### src/rtl/axi_lite_protocol_checker_chan.sv
`default_nettype none
// +-----------------------------------------------------------------------+
// | Module : axi_chk_chan                                                  |
// | One VALID/READY channel monitor: valid drop, payload change, timeout.  |
// | Rev    : 1.0                                                           |
// +-----------------------------------------------------------------------+
module axi_chk_chan #(
  parameter int PAYLOAD_W      = 32,
  parameter int TIMEOUT_CYCLES = 1024
) (
  input  logic                 clk,
  input  logic                 rst,
  input  logic                 i_valid,
  input  logic                 i_ready,
  input  logic [PAYLOAD_W-1:0] i_payload,
  output logic                 o_drop,
  output logic                 o_unstable,
  output logic                 o_timeout
);

  localparam int c_tw = $clog2(TIMEOUT_CYCLES + 1);
  localparam logic [c_tw-1:0] c_wait_lim  = c_tw'(TIMEOUT_CYCLES);
  localparam logic [c_tw-1:0] c_wait_last = c_tw'(TIMEOUT_CYCLES - 1);

  logic                 r_prev_valid;
  logic                 r_prev_ready;
  logic [PAYLOAD_W-1:0] r_prev_payload;
  logic [c_tw-1:0]      r_wait;
  logic                 w_held;
  logic                 w_stall;

  // Zeroed previous-sample registers make the first post-reset cycle check-free.
  assign w_held  = r_prev_valid & ~r_prev_ready;
  assign w_stall = i_valid & ~i_ready;

  // Payload compare only while VALID is still up; a drop is reported on its own.
  assign o_drop     = w_held & ~i_valid;
  assign o_unstable = w_held & i_valid & (i_payload != r_prev_payload);
  assign o_timeout  = w_stall & (r_wait == c_wait_last);

  always_ff @(posedge clk) begin
    if (rst) begin
      r_prev_valid   <= 1'b0;
      r_prev_ready   <= 1'b0;
      r_prev_payload <= '0;
      r_wait         <= '0;
    end else begin
      r_prev_valid   <= i_valid;
      r_prev_ready   <= i_ready;
      r_prev_payload <= i_payload;
      if (!w_stall)
        r_wait <= '0;
      else if (r_wait != c_wait_lim)
        r_wait <= r_wait + c_tw'(1);
    end
  end

endmodule
`default_nettype wire

### config.mk
export PLATFORM = sky130hd
export DESIGN_NAME = axi_chk_chan
export DESIGN_NICKNAME = d
export VERILOG_FILES = /design/src/rtl/axi_lite_protocol_checker_chan.sv
export SDC_FILE = /design/constraint.sdc
export NUM_CORES = 1
export LEC_CHECK = 0
export CORE_MARGIN = 2
export CORE_UTILIZATION = 30
export DETAILED_ROUTE_END_ITERATION = 8
export PLACE_DENSITY = 0.57
export SETUP_SLACK_MARGIN = 0.02
export SYNTH_ARGS = -nofsm -noshare
export SYNTH_HDL_FRONTEND = slang
export SYNTH_SLANG_ARGS = --single-unit
### constraint.sdc
create_clock -name clk -period 2.4 [get_ports clk]
set_input_delay 0.36 -clock clk [delete_from_list [all_inputs] [get_ports clk]]
set_output_delay 0.36 -clock clk [all_outputs]
set_load 0.02 [all_outputs]
# ---- Word level (Yosys, flattened, before mapping)
# Index checks and enable logic that the tools add are counted.
dict set report totals {
  register_bits 45
  input_bits 36
  out_inout_bits 3
  elab_cells 19
}
dict set report op_classes {
  n_addsub 1
  n_eq_ne 3
  bitwise_logic 10
  reduce_logical 1
}
# operator count
set ops {}
lappend ops {{32-bit != test} 1}
lappend ops {{11-bit by 1-bit adder with 11-bit output (second input constant)} 1}
lappend ops {{11-bit by 10-bit == test with 1-bit output (second input constant)} 1}
lappend ops {{11-bit != test (second input constant)} 1}
lappend ops {{1-bit bitwise AND} 6}
lappend ops {{1-bit NOT} 4}
lappend ops {{2-bit OR reduction} 1}

# ---- Logic depth before layout (Yosys ltp)
# Gate-level depths: netlist (run 1).
dict set report logic_depth {
  word_depth 4
  mapped_depth 5
}

# ---- Worst setup path after synthesis (run 1)
# OpenSTA, ideal clock, no wires.
dict set report synth_timing {
  path_kind {register to output}
  from {register r_wait[1]}
  to {output o_timeout}
  arrival_time_ns 1.285
  required_ns 2.040
  setup_slack_ns 0.755
  path_stages_with_launch 5
  cell_sequence {dfxtp_1 -> ha_1 -> nand3_1 -> nor3_1 -> and4bb_2}
}
dict set report synth_via {
  elab_chain_cells 2
}
# element line
set synth_rtl {}
lappend synth_rtl {{start: declaration} 28} ;# logic [c_tw-1:0] r_wait;
lappend synth_rtl {{start signal: assignment} 54} ;# r_wait <= r_wait + c_tw'(1);
lappend synth_rtl {{11-bit by 10-bit == test with 1-bit output} 39} ;# assign o_timeout = w_stall & (r_wait == c_wait_last);
lappend synth_rtl {{1-bit bitwise AND} 39}
lappend synth_rtl {{end: declaration} 18} ;# output logic o_timeout
# No other way between the ends.

# ---- Worst setup path in the final report (run 1)
dict set report layout_timing {
  from {input i_payload[10]}
  to {output o_unstable}
}
dict set report layout_via {
  elab_chain_cells 2
}
# element line
set layout_rtl {}
lappend layout_rtl {{start: declaration} 15} ;# input logic [PAYLOAD_W-1:0] i_payload,
lappend layout_rtl {{32-bit != test} 38} ;# assign o_unstable = w_held & i_valid & (i_payload != r_prev_payload);
lappend layout_rtl {{1-bit bitwise AND} 38}
lappend layout_rtl {{end: declaration} 17} ;# output logic o_unstable,
# No other way between the ends.

==> results of run 1 <==
layer usage:
metal  vias to the layer above  share of wire (%)  GRT usage [%]
met5                         -                  0              0
met2                        28                 42           16.6
met4                         0                1.1           3.00
met1                       553                 49           12.9
met3                         6                8.1           4.18
li1                        660                  -              -
timing repair:
item,in CTS,in global routing
gates resized for setup,4,0
endpoints found under the setup margin,2,0
hold buffers,0,0
report_power, final:
group          switching [mW]  leakage, nW  internal (mW)
sequential             0.0130        0.372          0.778
combinational          0.0569        0.401          0.109
clock                   0.231       0.0540          0.302
synth_stat cells, drive strengths merged:
library cell / n / share of area, %
nor3: 2 / 0.55
and4: 1 / 0.48
and3: 1 / 0.35
nand2: 3 / 0.62
inv: 2 / 0.42
buf: 1 / 0.62
and2b: 2 / 0.83
xor2: 5 / 2.4
clkbuf: 3 / 0.62
nor3b: 1 / 0.42
a21oi: 2 / 0.55
and4b: 1 / 0.55
o21ai: 1 / 0.28
nand3: 2 / 0.55
xnor2: 35 / 17
o21a: 1 / 0.42
mux2i: 1 / 0.55
nand4: 11 / 3.8
or2: 1 / 0.48
nand2b: 2 / 0.69
or3b: 1 / 0.48
ha: 2 / 1.4
nand3b: 1 / 0.42
nor4b: 1 / 0.48
nor2b: 32 / 11
nor2: 10 / 2.1
and4bb: 1 / 0.69
nor4: 3 / 1.0
or3: 1 / 0.35
dfxtp: 45 / 50
flip-flops by register name, summed over array words and instances, names as in the netlist:
| name | cells |
|---|---|
| r_prev_payload | 32 |
| r_prev_ready | 1 |
| r_prev_valid | 1 |
| r_wait | 11 |
kinds of logic (layout without fill, tap and decap cells):
kind of cell | after synthesis | count (layout) | synth area share, %
buf+inv | 6 | 50 | 1.66
fa+ha+maj | 2 | 2 | 1.38
xor+xnor | 40 | 40 | 19.4
compound gates | 4 | 4 | 1.25
simple gates | 77 | 77 | 26.0
mux | 1 | 1 | 0.554
flops | 45 | 45 | 49.8
cells in the final DEF (no fill, tap or decap), types with 3 or more instances in the layout:
cell type        count
buf_4                3
nand2_1              3
nor2_1              10
xnor2_1             35
clkbuf_8             5
dfxtp_1             45
nor2b_1             32
xor2_1               5
nand4_1             11
clkdlybuf4s50_1     36
per-stage QoR:
step | std cells | hold slack [ns] | worst slack (ns) | TNS, ns | power [mW]
4_1_cts | 294 | 0.551 | 0.141 | 0 | 1.52
3_5_place_dp | 287 | 0.524 | -0.129 | -0.129 | 0.977
2_1_floorplan | 175 | 0.432 | 0.755 | 0 | 0.891
6_report | 294 | 0.543 | 0.185 | 0 | 1.49
5_1_grt | 294 | 0.593 | 0.0671 | 0 | 1.57
3_3_place_gp | 287 | 0.528 | -0.161 | -0.161 | 0.976
worst register-to-register path, delay by kind of cell (launching register included):
family	cells	cell delay, ns
AND/OR/NAND/NOR	2	0.45
flip-flops	1	0.37
AO/OA/AOI/OAI	1	0.13
adder cells (fa/ha/maj)	1	0.19
buffers and inverters	1	0.17
cell type report:
type	count	area [µm²]
fillers	592	3490
flip-flops and latches	45	901
multi-input cells	124	888
repair buffers	41	400
well taps	75	93.8
clock buffers	5	68.8
clock inverters	2	35.0
inverters	2	7.51
worst paths after layout:
kind	to	slack (ns)	depth (start not counted)
setup / recovery	o_unstable	0.19	6
hold / removal	r_wait[10]	0.54	2
setup reg to reg	r_wait[6]	1.01	5
hold reg to reg	r_wait[10]	0.54	2
==> impl_metrics.tcl, run 1 <==
set metrics [dict create \
    placementRows 28 \
    fin_area_um2 2390 \
    arrival_ns 1.85 \
    clk_pin_slew_ns 0.07 \
    drive_above_1_share_pct 6.39 \
    crit_path_max_fanout 2 \
    slew_headroom_pct 77.6 \
    cap_violations 0 \
    rsz0062_at_grt "false" \
    via_count 1247 \
    wl_per_cell_um 10.8 \
    n_antenna_cell 0 \
    fin_crit_ns 2.21 \
    drt_iter0_drc 22 \
    hold_viol 0 \
    synthesis.nets 213 \
    place.gp.congestion 0.698 \
    fin_skew_ns 0.00325 \
    worst_path_largest_cell_delay_ns 0.49 \
    place_area_um2 2280 \
    syn_area_per_cell_um2 10.3 \
    synth_cells 175 \
    vias_per_cell 4.24 \
    syn_area_um2 1810 \
    worst_ep_required_time_ns 2.04 \
    grt-ovfl-total 0 \
    critPathKind "input pin to output port" \
    dr.pass1.iters 2 \
    fp.dieArea_um2 6660 \
    drv_slew 0 \
    cts_root_buf "clkbuf_8" \
    final_util_pct 40.7 \
    clock-sinks 45 \
    dp_hpwl_um 2350 \
    grt_pass1_vias 1240 \
    numCtsBuffers 5 \
    hp-start "r_wait[10]" \
    period_share_pct 92.3 \
    slowest_stage "clkdlybuf4s50_1" \
    drc_errors 0 \
    port_buffers 38 \
    wl_um 3180 \
    grt_max_degree 35 \
    ys_seq_area_share_pct 49.8 \
    max_freq_ghz 0.452 \
    clock_path_buffers 2 \
    setup_violations 0 \
    antenna_found_initial 0 \
    initial_core_util_pct 30.7 \
    power_per_cell_area_nw_per_um2 622 \
    yosysWarnings 0 \
    h-tree-depth 2 \
    crit_family "buffers and inverters" \
    finalNetCount 257 \
    power_leakage_nw 0.828 \
    reg2reg_from "r_wait[0]" \
    cts_tree "done" \
    die_w_um 81.6 \
    tightest_slew_ns 0.335 \
    crit_path_start_kind "input pin" \
    postCtsSetupRepairBufs 0 \
    yosysUniqueCellTypes 30 \
    die_h_um 81.6 \
    cp_cell_sequence "clkdlybuf4s50_1, xnor2_1, nand4_1, nor4_2, a21oi_1, dlygate4sd2_1" \
    grt_pass1_wl_um 5290 \
    status "finished clean" \
    gr-usage-all-layers_pct 10.4 \
    antenna_left 0 \
    areaGrowthSynthToFinish_pct 32.5 \
    ios 39 \
    core_area_um2 5890 \
    crit_start "i_payload[10]" \
    ys_ff_latch 45 \
    cp_num_buf_inv 2 \
    clock_latency_ns 0.28 \
    ir_drop_v 0.000258 \
    cp-end-kind "output port" \
    hold_path.class "register to register" \
]
Note: power is estimated with default switching activity, not from simulation.
==> inputs of run 2 (changes only) <==
- PLACE_DENSITY: 0.57 -> 0.6
==> run 2 against run 1 <==
  * Clock-buffer cell count grew 1
  * Combinational power is essentially flat
  * Global-route usage grew 0.67 points
  * Critical endpoint unchanged
  * Largest power group unchanged
  * Final cell count grew 0.68%
  * Design area shrank 0.57%
  * Highest routed layer unchanged
  * Largest cell class unchanged
  * Sequential cell count is the same
  * Clock power shrank 17%
  * Register-to-register slack lost 0.04 ns
  * Critical path depth is the same
  * Hold slack gained 0.0064 ns
  * Core utilization shrank 0.23 points
  * Non-clock buffer count grew 1
==> impl_metrics.tcl, run 2 (synthesis results as in run 1) <==
set metrics [dict create \
    period_share_pct 92.3 \
    numCtsBuffers 5 \
    arrival_ns 1.86 \
    worstHoldPathCells 2 \
    drt_iter0_drc 56 \
    dp_hpwl_um 2360 \
    wl_per_cell_um 10.9 \
    hold_path.class "register to register" \
    worst_ep_required_time_ns 2.04 \
    reg2regPathDepth 5 \
    grtUsageMet3_pct 4.29 \
    die_h_um 81.6 \
    cp.depth 6 \
    final_common_cell "dfxtp_1" \
    drive_above_1_share_pct 6.79 \
    placementRows 28 \
    clock-sinks 45 \
    cts-hold-fix-buffers 0 \
    initial_core_util_pct 30.7 \
    fin_skew_ns 0.00341 \
    h-tree-depth 2 \
    crit_family "buffers and inverters" \
    antenna_left 0 \
    worst_path_largest_cell_delay_ns 0.49 \
    cts_root_buf "clkbuf_8" \
    cts_tree "done" \
    crit_path_max_fanout 2 \
    slew_headroom_pct 76.8 \
    drc_errors 0 \
    status "finished clean" \
    grt.busiest_layer "met2" \
    setup_violations 0 \
    instances_no_fill 296 \
    clock_path_buffers 2 \
    finalNetCount 258 \
    clock_latency_ns 0.29 \
    fp.dieArea_um2 6660 \
    core_area_um2 5890 \
    cap_violations 0 \
    power_per_cell_area_nw_per_um2 587 \
    grt_pass1_wl_um 5590 \
    globalRouteMet2Util_pct 17.6 \
    cp_num_buf_inv 2 \
    slowest_stage "clkdlybuf4s50_1" \
    gr-usage-all-layers_pct 11.0 \
    rsz0062_at_grt "false" \
    critPathKind "input pin to output port" \
    hold_viol 0 \
    tightest_slew_ns 0.348 \
    final.setup.tns_ns 0 \
    ir_drop_v 0.000217 \
    pre_cts_slack_ns -0.108 \
    via_count 1269 \
    vias_per_cell 4.29 \
    fin_ws_ns 0.184 \
    reg_top3 "r_prev_payload x32, r_wait x11" \
    largest_register_ffs 32 \
    areaGrowthSynthToFinish_pct 31.7 \
    placed_cells 288 \
    place.gp.congestion 0.719 \
    finalPower_mw 1.40 \
    drv_slew 0 \
    clk_pin_slew_ns 0.07 \
    fin_area_um2 2380 \
    cp_cell_sequence "clkdlybuf4s50_1, xnor2_1, nand4_1, nor4_2, a21oi_1, dlygate4sd2_1" \
    grt_pass1_vias 1297 \
    crit_path_start_kind "input pin" \
    grt_use_met1_pct 13.7 \
    grt-ovfl-total 0 \
    antenna_found_initial 0 \
    mostFrequentLayoutCells "dfxtp_1, clkdlybuf4s50_1, xnor2_1" \
    fin_crit_ns 2.22 \
    power_leakage_nw 0.824 \
    wl_um 3240 \
    n_antenna_cell 0 \
    ios 39 \
    place_area_um2 2290 \
    dr.pass1.iters 4 \
    postCtsSetupRepairBufs 0 \
    die_w_um 81.6 \
    max_freq_ghz 0.451 \
    regMostFlops "r_prev_payload" \
    cp-end-kind "output port" \
    port_buffers 38 \
    grt_max_degree 35 \
    hold_slack_ns 0.549 \
    final_util_pct 40.5 \
]
[run 2: changes by cell type in the layout (fill, tap and decap cells not counted), sizes merged]
| cell | previous run | this run |
|---|---|---|
| buf | 3 | 4 |
| clkinv | 1 | 2 |
| bufinv | 1 | 0 |
| clkbuf | 5 | 6 |
[run 2: repair_timing]
item | in CTS | in global routing
resized for setup | 4 | 0
setup endpoints to repair | 2 | 0
hold endpoints to repair | 0 | 0
[run 2: power by group]
part           total, mW  switching, mW  leakage [nW]  internal (mW)
combinational      0.166         0.0573         0.407          0.108
clock              0.442          0.240        0.0450          0.202
sequential         0.791         0.0130         0.372          0.778
total               1.40          0.311         0.824           1.09
[run 2: tightest hold or removal path, delay by kind of cell, from the launching register on]
kind,cells,cell delay (ns)
DFF,1,0.36
AOI/OAI and AO/OA,2,0.15
[run 2: layout make-up]
type,count,area (µm²)
Clock buffer,6,72.6
Clock inverter,2,10.0
Timing Repair Buffer,42,408
Tap cell,75,93.8
Multi-Input combinational cell,124,888
Fill cell,611,3500
Sequential cell,45,901
Inverter,2,7.51
[run 2: final timing paths]
check | endpoint | startpoint | slack (ns)
max | o_unstable | i_payload[20] | 0.18
min | r_wait[6] | r_wait[6] | 0.55
max reg2reg | r_wait[6] | r_wait[0] | 0.97
min reg2reg | r_wait[6] | r_wait[6] | 0.55
[run 2: metal layers]
metal	part of all wire (%)	vias up
met5	0	-
met4	1.2	0
met3	6.9	4
met2	43	29
met1	49	573
li1	-	663
==> inputs of run 3 (changes only) <==
- clock period: 2.4 -> 2.74 ns (I/O delays scaled with it)
==> run 3 against run 2 <==
  * Global-route usage decreased by 0.90 points
  * Largest cell class unchanged
  * Clock skew increased by 0.0019 ns
  * Sequential power decreased by 12%
  * Highest routed layer unchanged
  * Clock-buffer cell count decreased by 1
  * Critical path depth unchanged
==> impl_metrics.tcl, run 3 (synthesis results as in run 1) <==
set metrics [dict create \
    status "finished clean" \
    arrival_ns 2.19 \
    h-tree-depth 2 \
    fin_skew_ns 0.00531 \
    grt_pass1_wl_um 5240 \
    areaGrowthSynthToFinish_pct 31.4 \
    instances_no_fill 292 \
    final.setup.tns_ns 0 \
    clockPowerShare_pct 35.9 \
    slowest_stage "clkdlybuf4s50_1" \
    clk_pin_slew_ns 0.08 \
    die_w_um 81.6 \
    drive_above_1_share_pct 5.07 \
    dp_hpwl_um 2350 \
    setup_violations 0 \
    p_comb_share_pct 11.1 \
    fillers 609 \
    crit_family "buffers and inverters" \
    regMostFlops "r_prev_payload" \
    numCtsBuffers 5 \
    wl_per_cell_um 10.9 \
    hold_viol 0 \
    finalNetCount 255 \
    switching_power_uw 266 \
    cts_root_buf "clkbuf_8" \
    place_area_um2 2270 \
    cts_tree "done" \
    critPathKind "input pin to output port" \
    largest_register_ffs 32 \
    n_antenna_cell 0 \
    mostFrequentLayoutCells "dfxtp_1, clkdlybuf4s50_1, xnor2_1" \
    power_per_cell_area_nw_per_um2 550 \
    cp.depth 6 \
    seqCellArea_um2 901 \
    clock_path_buffers 2 \
    swShare_pct 20.4 \
    ir_drop_v 0.000246 \
    p_int_mw 1.04 \
    slew_headroom_pct 77.5 \
    antenna_left 0 \
    seq_power_share_pct 53.0 \
    vias_per_cell 4.25 \
    crit_path_max_fanout 2 \
    drv_slew 0 \
    grt_max_degree 35 \
    placed_cells 285 \
    reg2regPathDepth 4 \
    initial_core_util_pct 30.7 \
    crit_path_start_kind "input pin" \
    grt_pass1_vias 1223 \
    port_buffers 38 \
    cap_violations 0 \
    fin_area_um2 2380 \
    hold_slack_ns 0.544 \
    drc_errors 0 \
    period_share_pct 95.0 \
    reg_top3 "r_prev_payload x32, r_wait x11" \
    worst_path_largest_cell_delay_ns 0.55 \
    worst_ep_required_time_ns 2.33 \
    drt_iter0_drc 29 \
    final_util_pct 40.4 \
    hold_path.class "register to register" \
    fin_crit_ns 2.60 \
    power_leakage_nw 0.809 \
    tightest_slew_ns 0.338 \
    worstHoldPathCells 2 \
    clock-sinks 45 \
    path_common_cell "clkdlybuf4s50_1" \
    rrSetupSlack_ns 1.32 \
    grt-ovfl-total 0 \
    die_h_um 81.6 \
    max_freq_ghz 0.384 \
    antenna_found_initial 0 \
    multi_input_area_um2 882 \
    finalPower_mw 1.31 \
    dr.pass1.iters 4 \
    wl_um 3170 \
    rsz0062_at_grt "false" \
    place.gp.congestion 0.716 \
    clock_latency_ns 0.28 \
    fp.dieArea_um2 6660 \
    cp-end-kind "output port" \
    gr-usage-all-layers_pct 10.1 \
    final_common_cell "dfxtp_1" \
    cp_cell_sequence "clkdlybuf4s50_1, xnor2_1, nand4_1, nor4_1, a21oi_1, clkdlybuf4s50_1" \
    postCtsSetupRepairBufs 0 \
    core_area_um2 5890 \
    ios 39 \
    pre_cts_slack_ns 0.112 \
    cp_num_buf_inv 2 \
    fin_ws_ns 0.138 \
    placementRows 28 \
    via_count 1242 \
]
## run 3: cell types whose count changed in the layout (fill, tap and decap cells not counted), sizes merged
cell,delta
buf,-3
bufinv,+1
clkbuf,-1
clkdlybuf4s50,+2
clkinv,-1
dlygate4sd2,-2
## run 3: worst reg2reg max path, stage by stage (launching register included)
cell and delay [ns]:
dfxtp_1 0.39, ha_1 0.20, nand3_1 0.20, or3_1 0.40, a21oi_1 0.16
## run 3: repair_timing
action | in CTS | in global routing
setup endpoints to repair | 0 | 1
resized for setup | 0 | 1
hold buffers | 0 | 0
hold endpoints to repair | 0 | 0
## run 3: metal layers
layer / vias to the layer above / wire length, µm / global-route usage (%)
li1: 653 / - / -
met1: 556 / 1610 / 12.7
met2: 31 / 1320 / 16.4
met3: 2 / 232 / 3.96
met4: 0 / 16 / 2.50
met5: - / 0 / 0
## run 3: final timing paths
kind	start	end
min	r_wait[10]	r_wait[10]
min reg2reg	r_wait[10]	r_wait[10]
max	i_payload[9]	o_unstable
max reg2reg	r_wait[1]	r_wait[6]
## run 3: power by group through the flow
stage | Sequential [mW] | Clock, mW | Combinational, mW
2_1_floorplan | 0.706 | 0 | 0.0744
3_3_place_gp | 0.707 | 0 | 0.147
3_5_place_dp | 0.708 | 0 | 0.147
4_1_cts | 0.693 | 0.492 | 0.149
5_1_grt | 0.696 | 0.527 | 0.160
6_report | 0.693 | 0.470 | 0.145
## run 3: cell type report
type	count	share of cell area [%]
clock inverter	2	1.47
sequential	45	37.9
inverter	2	0.316
timing repair buffer	39	16.3
clock buffer	5	2.90
multi-input combinational	124	37.1
tap	75	3.95
